<file path="src/rtl/pll_reconfig_ctrl.sv">
// pll_reconfig_ctrl: power-up and reconfiguration sequencer for a PLLVR in
// dynamic-divider mode. The sequence is: hold the PLL in reset, release it,
// wait for lock with a timeout and a bounded number of retries, then qualify
// lock before reporting `locked`.
// Optional feature macro: PLL_RECONFIG_LOCK_MON_EN. When it is defined, a loss
// of lock in RUN re-sequences the PLL with the current codes. When it is
// undefined, a loss of lock goes to FAIL.
module pll_reconfig_ctrl #(
    parameter int         RST_HOLD_CYCLES = 32,
    parameter int         LOCK_TIMEOUT    = 4096,
    parameter int         LOCK_STABLE     = 16,
    parameter int         MAX_RETRY       = 3,
    parameter logic [5:0] INIT_IDSEL      = 6'd0,
    parameter logic [5:0] INIT_FBDSEL     = 6'd0,
    parameter logic [5:0] INIT_ODSEL      = 6'd0
) (
    input  logic       clkin,
    input  logic       reset,
    input  logic       cfg_valid,
    output logic       cfg_ready,
    input  logic [5:0] cfg_idsel,
    input  logic [5:0] cfg_fbdsel,
    input  logic [5:0] cfg_odsel,
    output logic       pll_reset,
    output logic [5:0] pll_idsel,
    output logic [5:0] pll_fbdsel,
    output logic [5:0] pll_odsel,
    input  logic       pll_lock,
    output logic       locked,
    output logic       busy,
    output logic       err,
    output logic [1:0] retry_cnt
);

    localparam int HW = $clog2(RST_HOLD_CYCLES + 1);
    localparam int TW = $clog2(LOCK_TIMEOUT + 1);
    localparam int SW = $clog2(LOCK_STABLE + 1);

    typedef enum logic [2:0] {
        ST_RESET_HOLD,
        ST_WAIT_LOCK,
        ST_STABLE,
        ST_RUN,
        ST_FAIL
    } state_t;

    state_t          state_q, state_d;
    logic [HW-1:0]   hold_cnt_q, hold_cnt_d;
    logic [TW-1:0]   to_cnt_q, to_cnt_d;
    logic [SW-1:0]   stable_cnt_q, stable_cnt_d;
    logic [1:0]      retry_q, retry_d;
    logic            err_q, err_d;
    logic [5:0]      idsel_q, idsel_d;
    logic [5:0]      fbdsel_q, fbdsel_d;
    logic [5:0]      odsel_q, odsel_d;
    logic            pll_reset_q, pll_reset_d;
    logic            locked_q, locked_d;
    logic            busy_q, busy_d;
    logic            cfg_ready_q, cfg_ready_d;
    logic            sync1_q, lock_s_q;

    logic            accept;
    logic            hold_done;
    logic            timeout;
    logic            stable_done;

    assign accept      = cfg_valid && cfg_ready_q;
    assign hold_done   = (hold_cnt_q == HW'(RST_HOLD_CYCLES));
    assign timeout     = (to_cnt_q == TW'(LOCK_TIMEOUT));
    assign stable_done = (stable_cnt_q == SW'(LOCK_STABLE));

    // Two-flop synchronizer: pll_lock is asynchronous to clkin.
    always_ff @(posedge clkin) begin
        if (reset) begin
            sync1_q  <= 1'b0;
            lock_s_q <= 1'b0;
        end else begin
            sync1_q  <= pll_lock;
            lock_s_q <= sync1_q;
        end
    end

    // Next-state logic, counters and registered-output precomputation.
    always_comb begin
        state_d  = state_q;
        retry_d  = retry_q;
        err_d    = err_q;
        idsel_d  = idsel_q;
        fbdsel_d = fbdsel_q;
        odsel_d  = odsel_q;

        case (state_q)
            ST_RESET_HOLD: begin
                if (hold_done) begin
                    state_d = ST_WAIT_LOCK;
                end
            end
            ST_WAIT_LOCK: begin
                if (timeout) begin
                    if (retry_q < 2'(MAX_RETRY)) begin
                        retry_d = retry_q + 2'd1;
                        state_d = ST_RESET_HOLD;
                    end else begin
                        err_d   = 1'b1;
                        state_d = ST_FAIL;
                    end
                end else if (lock_s_q) begin
                    state_d = ST_STABLE;
                end
            end
            ST_STABLE: begin
                // The timeout keeps running while lock is being qualified and wins.
                if (timeout) begin
                    if (retry_q < 2'(MAX_RETRY)) begin
                        retry_d = retry_q + 2'd1;
                        state_d = ST_RESET_HOLD;
                    end else begin
                        err_d   = 1'b1;
                        state_d = ST_FAIL;
                    end
                end else if (!lock_s_q) begin
                    state_d = ST_WAIT_LOCK;
                end else if (stable_done) begin
                    state_d = ST_RUN;
                end
            end
            ST_RUN: begin
                if (!lock_s_q) begin
`ifdef PLL_RECONFIG_LOCK_MON_EN
                    retry_d = 2'd0;
                    state_d = ST_RESET_HOLD;
`else
                    err_d   = 1'b1;
                    state_d = ST_FAIL;
`endif
                end
            end
            ST_FAIL: begin
                state_d = ST_FAIL;
            end
            default: begin
                state_d = ST_RESET_HOLD;
            end
        endcase

        // An accepted config overrides everything, including lock loss in RUN.
        if (accept) begin
            state_d  = ST_RESET_HOLD;
            retry_d  = 2'd0;
            err_d    = 1'b0;
            idsel_d  = cfg_idsel;
            fbdsel_d = cfg_fbdsel;
            odsel_d  = cfg_odsel;
        end

        // Hold counter restarts from zero on every entry into RESET_HOLD.
        hold_cnt_d = '0;
        if (state_q == ST_RESET_HOLD && state_d == ST_RESET_HOLD) begin
            hold_cnt_d = hold_done ? hold_cnt_q : hold_cnt_q + HW'(1);
        end

        // Timeout counter spans WAIT_LOCK and STABLE without being reset between them.
        to_cnt_d = '0;
        if ((state_q == ST_WAIT_LOCK || state_q == ST_STABLE) &&
            (state_d == ST_WAIT_LOCK || state_d == ST_STABLE)) begin
            to_cnt_d = timeout ? to_cnt_q : to_cnt_q + TW'(1);
        end

        // The cycle that moves WAIT_LOCK to STABLE is itself the first high cycle.
        stable_cnt_d = '0;
        if (state_d == ST_STABLE) begin
            if (state_q == ST_STABLE) begin
                stable_cnt_d = stable_done ? stable_cnt_q : stable_cnt_q + SW'(1);
            end else begin
                stable_cnt_d = SW'(1);
            end
        end

        pll_reset_d = (state_d == ST_RESET_HOLD) || (state_d == ST_FAIL);
        locked_d    = (state_d == ST_RUN);
        busy_d      = (state_d == ST_RESET_HOLD) || (state_d == ST_WAIT_LOCK) ||
                      (state_d == ST_STABLE);
        cfg_ready_d = (state_d == ST_RUN) || (state_d == ST_FAIL);
    end

    // State, counters and registered outputs.
    always_ff @(posedge clkin) begin
        if (reset) begin
            state_q      <= ST_RESET_HOLD;
            hold_cnt_q   <= '0;
            to_cnt_q     <= '0;
            stable_cnt_q <= '0;
            retry_q      <= 2'd0;
            err_q        <= 1'b0;
            idsel_q      <= INIT_IDSEL;
            fbdsel_q     <= INIT_FBDSEL;
            odsel_q      <= INIT_ODSEL;
            pll_reset_q  <= 1'b1;
            locked_q     <= 1'b0;
            busy_q       <= 1'b1;
            cfg_ready_q  <= 1'b0;
        end else begin
            state_q      <= state_d;
            hold_cnt_q   <= hold_cnt_d;
            to_cnt_q     <= to_cnt_d;
            stable_cnt_q <= stable_cnt_d;
            retry_q      <= retry_d;
            err_q        <= err_d;
            idsel_q      <= idsel_d;
            fbdsel_q     <= fbdsel_d;
            odsel_q      <= odsel_d;
            pll_reset_q  <= pll_reset_d;
            locked_q     <= locked_d;
            busy_q       <= busy_d;
            cfg_ready_q  <= cfg_ready_d;
        end
    end

    assign cfg_ready  = cfg_ready_q;
    assign pll_reset  = pll_reset_q;
    assign pll_idsel  = idsel_q;
    assign pll_fbdsel = fbdsel_q;
    assign pll_odsel  = odsel_q;
    assign locked     = locked_q;
    assign busy       = busy_q;
    assign err        = err_q;
    assign retry_cnt  = retry_q;

endmodule
</file>
<file path="config.mk">
export PLATFORM = sky130hd
export DESIGN_NAME = pll_reconfig_ctrl
export DESIGN_NICKNAME = d
export VERILOG_FILES = /design/src/rtl/pll_reconfig_ctrl.sv
export SDC_FILE = /design/constraint.sdc
export NUM_CORES = 1
export LEC_CHECK = 0
export CAP_MARGIN = 0
export CELL_PAD_IN_SITES_DETAIL_PLACEMENT = 1
export CELL_PAD_IN_SITES_GLOBAL_PLACEMENT = 1
export CORE_MARGIN = 10
export CORE_UTILIZATION = 30
export CTS_CLUSTER_SIZE = 28
export DETAILED_ROUTE_END_ITERATION = 6
export GPL_ROUTABILITY_DRIVEN = 0
export PLACE_DENSITY = 0.62
export SLEW_MARGIN = 20
export SYNTH_ARGS = -nofsm -noshare
export SYNTH_HDL_FRONTEND = slang
export SYNTH_SLANG_ARGS = --single-unit
</file>
<file path="constraint.sdc">
create_clock -name clkin -period 3.8 [get_ports clkin]
set_input_delay 0.76 -clock clkin [delete_from_list [all_inputs] [get_ports clkin]]
set_output_delay 0.76 -clock clkin [all_outputs]
set_load 0.01 [all_outputs]
</file>
Word-level counts from Yosys, hierarchy flattened
Cells that the tools add are included.
{"block": "word_totals", "register_bits": 54, "in_bits": 22, "out_inout_bits": 25, "word_cells": 76}
{"block": "op_classes", "add_sub_neg": 4, "n_lt_le_gt_ge": 1, "eq_ne": 15, "muxes": 16, "n_bitwise": 4, "reduce_logical": 20}
{"op": "3-bit two-way mux", "n": 9}
{"op": "3-bit case mux with 5 select lines", "n": 1}
{"op": "13-bit by 1-bit adder with 13-bit output, second input constant", "n": 1}
{"op": "13-bit equality test, second input constant", "n": 1}
{"op": "3-bit by 2-bit equality test with 1-bit output, second input constant", "n": 4}
{"op": "2-bit OR reduction", "n": 5}
{"op": "6-bit by 1-bit adder with 6-bit output, second input constant", "n": 1}
{"op": "3-bit by 1-bit equality test with 1-bit output, second input constant", "n": 2}
{"op": "3-bit equality test, second input constant", "n": 2}
{"op": "6-bit equality test, second input constant", "n": 1}
{"op": "3-bit logical NOT", "n": 2}
{"op": "1-bit logical OR", "n": 6}
{"op": "2-bit inequality test, second input constant", "n": 3}
{"op": "5-bit by 1-bit adder with 5-bit output, second input constant", "n": 1}
{"op": "5-bit equality test, second input constant", "n": 1}
{"op": "1-bit two-way mux", "n": 5}
{"op": "1-bit inverter", "n": 4}
{"op": "4-bit AND reduction", "n": 1}
{"op": "1-bit logical AND", "n": 3}
{"op": "3-bit AND reduction", "n": 1}
{"op": "3-bit OR reduction", "n": 1}
{"op": "2-bit by 1-bit adder with 2-bit output, second input constant", "n": 1}
{"op": "2-bit less-than comparator, second input constant", "n": 1}
{"op": "2-bit by 1-bit inequality test with 1-bit output, second input constant", "n": 1}
{"op": "other kinds (2)", "n": 2}

Longest topological paths before layout
{"block": "logic_depth", "depth_word": 11, "ltp_mapped": 8, "mapped_depth_nobuf": 6}

Least setup slack after synthesis
OpenSTA, ideal clock, no wires.
{"block": "synth_path", "kind": "input to register", "startpoint": "in cfg_valid", "endpoint": "reg busy_q, in the netlist busy", "setup_time_ns": 0.148, "arrival_time_ns": 1.593, "required_ns": 3.652, "slack_ns": 2.058, "path_stages": 4, "n_path_buf": 0, "cell_sequence": "a21oi_1 nand2_1 o41ai_2 a32oi_1"}
{"block": "synth_via", "elab_chain_cells": 5, "elab_cells_between_ends": 7, "classes_between": "eq/ne (2); mux (1); reduce/logical (4)"}
{"element": "start: declaration", "line_no": "19", "text": "input logic cfg_valid,"}
{"element": "1-bit logical AND *", "line_no": "67", "text": "assign accept = cfg_valid && cfg_ready_q;"}
{"element": "3-bit two-way mux *", "line_no": "147", "text": "if (accept) begin"}
{"element": "3-bit by 1-bit equality test with 1-bit output or 3-bit logical NOT (tied branches)", "line_no": "181", "text": "busy_d = (state_d == ST_RESET_HOLD) || (state_d == ST_WAIT_LOCK) ||"}
{"element": "1-bit logical OR", "line_no": "181"}
{"element": "1-bit logical OR *", "line_no": "181"}
{"element": "end signal: assignment", "line_no": "214", "text": "busy_q <= busy_d;"}
{"element": "end: declaration", "line_no": "58", "text": "logic busy_q, busy_d;"}
Mark *: on every way between the ends. The rest lies on a longest branch, timed or not.
A chain may end at the register's enable or synchronous reset.

==> qor.yml <==
timing:
  fin_skew_ns: 0.00966
  setup_viol_count_final: 0
  hold_violations: 0
  slew_headroom_pct: 57.0
  max_freq_mhz: 420
  slew_violations: 0
  tns_ns: 0
  fin_crit_ns: 2.38
  fin_crit_sh_pct: 62.7
  worst_slew_pin_slew_ns: 0.645
  hold-worst-slack_ns: 0.447
  rsz0062_at_grt: "no"
  finalWorstSetupSlack_ns: 1.42
clock_network:
  clk_pin_slew_worst_paths_ns: 0.09
  insertion_delay_ns: 0.31
  cts_tree: "built"
  clock-root-buffer: "clkbuf_8"
  htree_levels: 2
  post_cts_buffers: 0
  cts_buffer_depth: 2
  cts.repair.resized: 0
  ctsHoldBuffers: 0
  clock_sinks: 54
  cts_buffers: 5
logic_synthesis:
  synth-seq-cells: 54
  avgSynthCellArea_um2: 9.41
  synth_warnings: 0
  yosys-top-cells-count: "dfxtp_1, nand2_1, a21oi_1, nand3_1, xnor2_1"
  ys_top_cells_by_area: "dfxtp_1, nand2_1, a21oi_1"
  synth_top_area_share_pct: 43.7
  synth_seq_area_share_pct: 43.7
  yosys.cell_count.top_type: "dfxtp_1"
  ys_async_sr_fraction_pct: 0
  synth_ff_type: "dfxtp_1"
  synth_nets: 292
  synth_cells: 263
  syn_area_um2: 2480
  synth-edff-count: 0
  synth_cell_type_count: 44
  synth_top_cell_by_area: "dfxtp_1"
place:
  numPortBuffers: 46
  post-place-ws_ns: 1.09
  dp_hpwl_um: 4490
  dp_cells: 405
  dpl_cell_area_um2: 3010
pwr:
  power_uw: 927
  vdd_drop_max_v: 0.000166
  comb_power_share_pct: 4.4
  cellLeakagePower_nw: 0.967
  power.switching_uw: 204
  power_switching_share_pct: 22.0
  powerDensity_nw_per_um2: 300
  internal_power_uw: 722
  p_seq_share_pct: 61.9
  clkPwrFrac_pct: 33.7
setup_path:
  crit_chain: "clkdlybuf4s50_1 > a21oi_1 > nand2_1 > o41ai_2 > a32oi_1"
  critical_path_class: "input port to flip-flop"
  cp_num_buf_inv: 1
  cp.arrival_ns: 2.54
  cp-start-kind: "input port"
  slowest_stage: "clkdlybuf4s50_1"
  required_ns: 3.96
  crit_path_end_kind: "flip-flop"
  critical-path-top-delay-family: "compound AO/OA/AOI/OAI gates"
  cpPeakStageDelay_ns: 0.61
  worstPathMaxFanout: 11
final_layout:
  final_util_pct: 38.0
  areaGrowthSynthToFinish_pct: 24.7
  final_cell_area_um2: 3090
  antenna_cells: 0
  final_nets: 336
  drive_above_1_share_pct: 8.79
  instances_no_fill: 412
detailed_routing:
  drtIter0Drc: 50
  drc: 0
  ant_nets: 0
  via_count: 1973
  viasPerCell: 4.79
  first_pass_iters: 4
  routed_wl_um: 6110
  post_drt_wl_per_cell_um: 14.8
global_route:
  grt_pass1_wl_um: 10400
  grt_pass1_vias: 2129
  antenna_found_initial: 0
  grt_usage_pct: 9.81
  grt_max_degree: 22
  grt_overflow: 0
run_status:
  status: "completed"
floorplanning:
  core_region_area_um2: 8130
  die_h_um: 111
  initial_core_util_pct: 30.4
  dieWidth_um: 111
  num_rows: 33
  die_area_um2: 12300
  ios: 47
min_path:
  hold_class: "flip-flop to flip-flop"
job:
  cap_violations: 0
power groups by stage:
| stage | logic (mW) | clock network (mW) | registers, mW |
|---|---|---|---|
| 2_1_floorplan | 0.0138 | 0 | 0.586 |
| 5_1_grt | 0.0452 | 0.349 | 0.575 |
| 6_report | 0.0409 | 0.312 | 0.574 |
| 4_1_cts | 0.0417 | 0.328 | 0.574 |
| 3_5_place_dp | 0.0415 | 0 | 0.587 |
| 3_3_place_gp | 0.0402 | 0 | 0.587 |
registers in the layout (all words and copies together) (netlist names):
| register | cells |
|---|---|
| sync1_q | 1 |
| lock_s_q | 1 |
| cfg_ready | 1 |
| pll_idsel | 6 |
| pll_reset | 1 |
| locked | 1 |
| err | 1 |
| retry_cnt | 2 |
| to_cnt_q | 13 |
| stable_cnt_q | 5 |
| state_q | 3 |
| pll_odsel | 6 |
| pll_fbdsel | 6 |
| hold_cnt_q | 6 |
| busy | 1 |
placed cells by master (no fill, tap or decap), types with 2 or more instances in the layout:
master / count
buf_4: 3
clkdlybuf4s50_1: 46
nand2b_1: 4
dfxtp_1: 54
xor2_1: 8
nand4_1: 4
mux2i_1: 3
xnor2_1: 13
and3_1: 3
ha_1: 7
nor4_1: 2
a21oi_1: 24
o21ai_0: 2
inv_1: 9
and2_1: 2
nor3_1: 11
a211oi_1: 4
nor2_1: 6
nor2b_1: 6
o31ai_1: 2
nand2_1: 42
nand3_1: 14
clkbuf_8: 5
a32oi_1: 2
clkbuf_1: 2
nor3_2: 10
routing by layer:
metal,track usage (%),vias to the layer above,share of wire (%)
li1,-,1001,-
met1,11.4,919,46
met2,15.0,45,43
met3,5.47,8,10
met4,2.86,0,1.0
met5,0,-,0
path summary, 6_finish.rpt:
kind | slack [ns] | depth (start not counted) | endpoint | from
max reg2reg | 1.65 | 6 | to_cnt_q[0] | to_cnt_q[0]
min reg2reg | 0.45 | 1 | lock_s_q | sync1_q
max | 1.42 | 5 | busy | reset
min | 0.45 | 1 | lock_s_q | sync1_q
kinds of logic (layout without fill, tap and decap cells):
| logic type | after synthesis | in the layout | share of synthesized area [%] |
|---|---|---|---|
| AOI/OAI and AO/OA | 42 | 42 | 12.4 |
| xor gates and xnor gates | 21 | 21 | 7.43 |
| adders and majority gates | 7 | 7 | 3.54 |
| buffers and inverters | 21 | 65 | 4.55 |
| DFF | 54 | 54 | 43.7 |
| muxes | 3 | 3 | 1.21 |
| and+or+nand+nor | 115 | 115 | 27.2 |
final cells by class:
cell class / instances / area [um^2]
Clock buffer: 7 / 76.3
Fill cell: 940 / 5050
Inverter: 9 / 33.8
Multi-Input combinational cell: 188 / 1280
Sequential cell: 54 / 1080
Tap cell: 105 / 131
Timing Repair Buffer: 49 / 483
(Power assumes the default switching activity.)
